===== src/rtl/letter_pkg.sv =====
// Shared letter codes, FSM state encoding, glyph lengths and valid-code range
// for the letter writer and its glyph ROM.
package letter_pkg;

  // Letter request codes
  localparam logic [2:0] CODE_I = 3'd0;
  localparam logic [2:0] CODE_L = 3'd1;
  localparam logic [2:0] CODE_T = 3'd2;
  localparam logic [2:0] CODE_U = 3'd3;
  localparam logic [2:0] CODE_C = 3'd4;

  // Codes from this value upward carry no glyph
  localparam logic [2:0] CODE_INVALID_MIN = 3'd5;

  // Number of glyph columns per letter
  localparam logic [1:0] LEN_I = 2'd1;
  localparam logic [1:0] LEN_L = 2'd2;
  localparam logic [1:0] LEN_T = 2'd3;
  localparam logic [1:0] LEN_U = 2'd3;
  localparam logic [1:0] LEN_C = 2'd2;

  // Phase of the frame currently on the outputs
  typedef enum logic [1:0] {
    IDLE  = 2'd0,
    LEAD  = 2'd1,
    GLYPH = 2'd2,
    TRAIL = 2'd3
  } state_t;

  function automatic logic code_is_valid(input logic [2:0] code);
    return (code < CODE_INVALID_MIN);
  endfunction

endpackage


===== src/rtl/letter_writer_glyph_rom.sv =====
// Combinational glyph table: (code, column index) -> column bits, glyph
// length and code validity. Out-of-range indices and invalid codes give 000.
module glyph_rom
  import letter_pkg::*;
(
  input  logic [2:0] code,
  input  logic [1:0] index,
  output logic [2:0] column,
  output logic [1:0] length,
  output logic       valid
);

  // Column lookup; bit2 is the top row of the glyph
  always_comb begin
    column = 3'b000;
    length = 2'd0;
    valid  = code_is_valid(code);
    case (code)
      CODE_I: begin
        length = LEN_I;
        if (index == 2'd0) column = 3'b111;
      end
      CODE_L: begin
        length = LEN_L;
        case (index)
          2'd0:    column = 3'b111;
          2'd1:    column = 3'b001;
          default: column = 3'b000;
        endcase
      end
      CODE_T: begin
        length = LEN_T;
        case (index)
          2'd0:    column = 3'b100;
          2'd1:    column = 3'b111;
          2'd2:    column = 3'b100;
          default: column = 3'b000;
        endcase
      end
      CODE_U: begin
        length = LEN_U;
        case (index)
          2'd0:    column = 3'b111;
          2'd1:    column = 3'b001;
          2'd2:    column = 3'b111;
          default: column = 3'b000;
        endcase
      end
      CODE_C: begin
        length = LEN_C;
        case (index)
          2'd0:    column = 3'b111;
          2'd1:    column = 3'b101;
          default: column = 3'b000;
        endcase
      end
      default: begin
        column = 3'b000;
        length = 2'd0;
      end
    endcase
  end

endmodule


===== src/rtl/letter_writer.sv =====
// Letter writer: accepts a letter code over a valid/ready handshake and
// streams one frame of columns (blank lead, glyph columns, blank trail).
// A new request can be taken during the trailing blank so frames abut.
module letter_writer
  import letter_pkg::*;
(
  input  logic       clk,
  input  logic       reset,
  input  logic [2:0] letter,
  input  logic       letter_valid,
  output logic       letter_ready,
  output logic [2:0] bits,
  output logic       sending,
  output logic       frame_start,
  output logic       err
);

  state_t     state_reg, state_next;
  logic [1:0] index_reg, index_next;
  logic [2:0] code_reg, code_next;
  logic [2:0] bits_reg, bits_next;
  logic       sending_reg, sending_next;
  logic       frame_start_reg, frame_start_next;
  logic       err_reg, err_next;

  logic [2:0] rom_code;
  logic [1:0] rom_index;
  logic [2:0] rom_column;
  logic [1:0] rom_length;
  logic       rom_valid;
  logic       accept;

  assign letter_ready = (state_reg == IDLE) || (state_reg == TRAIL);
  assign accept       = letter_valid && letter_ready;

  // While accepting, the ROM checks the incoming code; otherwise it serves
  // the column that will be shown next for the latched letter.
  assign rom_code  = letter_ready ? letter : code_reg;
  assign rom_index = (state_reg == GLYPH) ? (index_reg + 2'd1) : 2'd0;

  glyph_rom u_glyph_rom (
    .code   (rom_code),
    .index  (rom_index),
    .column (rom_column),
    .length (rom_length),
    .valid  (rom_valid)
  );

  // State, index, latched code and registered outputs
  always_ff @(posedge clk or posedge reset) begin
    if (reset) begin
      state_reg       <= IDLE;
      index_reg       <= 2'd0;
      code_reg        <= CODE_I;
      bits_reg        <= 3'b000;
      sending_reg     <= 1'b0;
      frame_start_reg <= 1'b0;
      err_reg         <= 1'b0;
    end else begin
      state_reg       <= state_next;
      index_reg       <= index_next;
      code_reg        <= code_next;
      bits_reg        <= bits_next;
      sending_reg     <= sending_next;
      frame_start_reg <= frame_start_next;
      err_reg         <= err_next;
    end
  end

  // Next-state and next-output decode; outputs default to the idle blank
  always_comb begin
    state_next       = state_reg;
    index_next       = index_reg;
    code_next        = code_reg;
    bits_next        = 3'b000;
    sending_next     = 1'b0;
    frame_start_next = 1'b0;
    err_next         = 1'b0;
    case (state_reg)
      IDLE, TRAIL: begin
        index_next = 2'd0;
        if (accept && rom_valid) begin
          state_next       = LEAD;
          code_next        = letter;
          sending_next     = 1'b1;
          frame_start_next = 1'b1;
        end else begin
          state_next = IDLE;
          err_next   = accept;
        end
      end
      LEAD: begin
        state_next   = GLYPH;
        index_next   = 2'd0;
        bits_next    = rom_column;
        sending_next = 1'b1;
      end
      GLYPH: begin
        sending_next = 1'b1;
        if (({1'b0, index_reg} + 3'd1) < {1'b0, rom_length}) begin
          index_next = index_reg + 2'd1;
          bits_next  = rom_column;
        end else begin
          state_next = TRAIL;
          index_next = 2'd0;
        end
      end
      default: begin
        state_next = IDLE;
        index_next = 2'd0;
      end
    endcase
  end

  assign bits        = bits_reg;
  assign sending     = sending_reg;
  assign frame_start = frame_start_reg;
  assign err         = err_reg;

endmodule


===== config.mk =====
export PLATFORM = sky130hd
export DESIGN_NAME = letter_writer
export DESIGN_NICKNAME = d
export VERILOG_FILES = /design/src/rtl/letter_pkg.sv /design/src/rtl/letter_writer_glyph_rom.sv /design/src/rtl/letter_writer.sv
export SDC_FILE = /design/constraint.sdc
export NUM_CORES = 1
export LEC_CHECK = 0
export ABC_AREA = 1
export BUFFER_PORTS_ARGS = -buffer_cell sky130_fd_sc_hd__buf_2
export CAP_MARGIN = 0
export CORE_MARGIN = 2
export CORE_UTILIZATION = 30
export CTS_BUF_LIST = sky130_fd_sc_hd__clkbuf_4
export DETAILED_ROUTE_END_ITERATION = 12
export PLACE_DENSITY = 0.54
export RECOVER_POWER = 100
export SYNTH_ARGS = -nofsm -noshare
export SYNTH_HDL_FRONTEND = slang
export SYNTH_HIERARCHICAL = 1
export SYNTH_SLANG_ARGS = --single-unit

===== constraint.sdc =====
create_clock -name clk -period 5.3 [get_ports clk]
set_clock_uncertainty 0.2 [all_clocks]
set_input_delay 1.06 -clock clk [delete_from_list [all_inputs] [get_ports clk]]
set_output_delay 1.06 -clock clk [all_outputs]
set_load 0.02 [all_outputs]

==> metrics <==
Final min period=3.36 ns; Die W=54.1 µm; Die ar.=2920 µm²; Hold Vio Cnt, Final=0; Avg Inst Size Synth=7.67 µm²; setup bufs post-CTS=0; placed wire-length estimate=1190 µm; synth unique cells=16; Final setup viols=0; Hold WC Path Type=register to register; Top Ports=13; antenna violations before repair=0; Longest Clk Path Bufs=2; Fmax achieved=0.297 GHz; Filler cells=277; DRT Wirelength=1460 µm; share of cells above drive strength 1=0.114; clock latency on the worst-skew pair=0.27 ns; CTS tree=yes; Mapped Area=752 µm²; per-cell routed wire length=10.1 µm; Slew Viols, Final=0; Slew @ Worst Pin=0.825 ns; outcome=completed; GP Congestion=0.881; H-Tree Depth=1; PortBufs=12; Initial Util=0.309; Hold Buf Count CTS=0; yosys warns=6; cts bufs inserted=3; post-cts resize count=0; ANT cells=0; core area=2430 µm²; largest net degree at the start of global routing=14; number of global-route vias before repair=597; Max-slew headroom=0.444; antenna viol nets, final=0; Initial DRT Pass Iterations=4; Mapped Cells=98; Register-to-Register Setup Slack=1.94 ns; RSZ-0062 raised after global routing=false; gr usage total=0.126; Layout Nets=125; vias per cell=4.70; Setup crit start kind=register; via count=677; grt total ovfl=0; setup tns final=0 ns; DRT iter0 DRCs=13; Die Y=54.1 µm; Worst EP required=5.25 ns; Worst setup EP type=register; first-pass GRT wire length=2620 µm; #FFs+latches synth=13; # DRC=0; CTS root buf=clkbuf_4; max-cap viol count=0; Arr. time, crit path=3.31 ns; fin crit share=0.634; WS Path Type=register to register; Syn Nets=108; Site Rows=18; Clock Sink Count=13; clk slew on worst S/H paths=0.08 ns; Area Growth Syn to Fin=14.1%; CP max FO=8; register area share after synthesis=0.433
-- synthesized netlist by cell type (all sizes together) --
cell,count,area share
nand4,4,0.033
nand2,20,0.10
o21ai,8,0.053
nand3,11,0.087
nor2,12,0.067
o211ai,1,0.010
dfrtp,13,0.43
a21oi,4,0.027
fa,1,0.027
xor2,1,0.012
ha,3,0.050
inv,20,0.10
-- layout make-up --
cell class,instances,area [µm²],area share
Sequential cell,13,325,0.379
Multi-Input combinational cell,65,342,0.398
Clock buffer,3,22.5,0.0262
Inverter,20,75.1,0.0875
Clock inverter,1,5.00,0.00583
Timing Repair Buffer,12,51.3,0.0598
Tap cell,30,37.5,0.0437
-- layer usage --
layer,global-route usage,share of wire
met5,0,0
met4,0.0625,0.021
met3,0.0278,0.052
met2,0.195,0.46
met1,0.166,0.47
-- cells in the final DEF (no fill, tap or decap), types with 2 or more instances in the layout --
master / count
nand3_1: 10
clkbuf_4: 3
a21oi_1: 4
ha_1: 3
clkbuf_1: 7
dfrtp_1: 13
nor2_1: 11
nand2_1: 20
buf_2: 5
nand4_1: 4
o21ai_0: 8
inv_2: 2
inv_1: 18
-- cells by family after synthesis --
logic type / share of synthesized area
compound gates: 0.0899
xor+xnor: 0.0116
fa+ha+maj: 0.0765
buf+inv: 0.0998
flops: 0.433
simple gates: 0.290
-- path summary, 6_finish.rpt --
kind / from / end / cells after the start
worst max-delay path: state_reg[0] / bits[1] / 11
worst min-delay path: code_reg[0] / code_reg[0] / 2
worst max register to register: state_reg[0] / bits[1] / 11
worst min register to register: code_reg[0] / code_reg[0] / 2
max in group asynchronous: reset / state_reg[1] / 2
min in group asynchronous: reset / code_reg[2] / 2
-- critical path: stages (launching register included) --
cell	delay (ns)
dfrtp_1	0.37
inv_1	0.05
ha_1	0.40
inv_1	0.17
o21ai_0	0.70
nor2_1	0.20
xor2_1	0.18
inv_1	0.07
fa_1	0.48
nand3_1	0.12
nand2_1	0.21
a21oi_1	0.10
-- stage by stage --
| step | instance area (µm²) | hold slack, ns | util | setup slack, ns | std cells |
|---|---|---|---|---|---|
| 2_1_floorplan | 752 | 0.253 | - | 2.25 | 98 |
| 3_3_place_gp | 850 | 0.270 | 0.349 | 1.96 | 140 |
| 3_5_place_dp | 850 | 0.285 | 0.349 | 1.90 | 140 |
| 4_1_cts | 877 | 0.305 | 0.361 | 2.01 | 144 |
| 5_1_grt | 858 | 0.341 | 0.353 | 1.56 | 144 |
| 6_report | 858 | 0.301 | 0.353 | 1.94 | 144 |
Power is left out: the tool's default activity adds up to more than one toggle a clock period on the data nets, which glitch-free logic cannot reach.
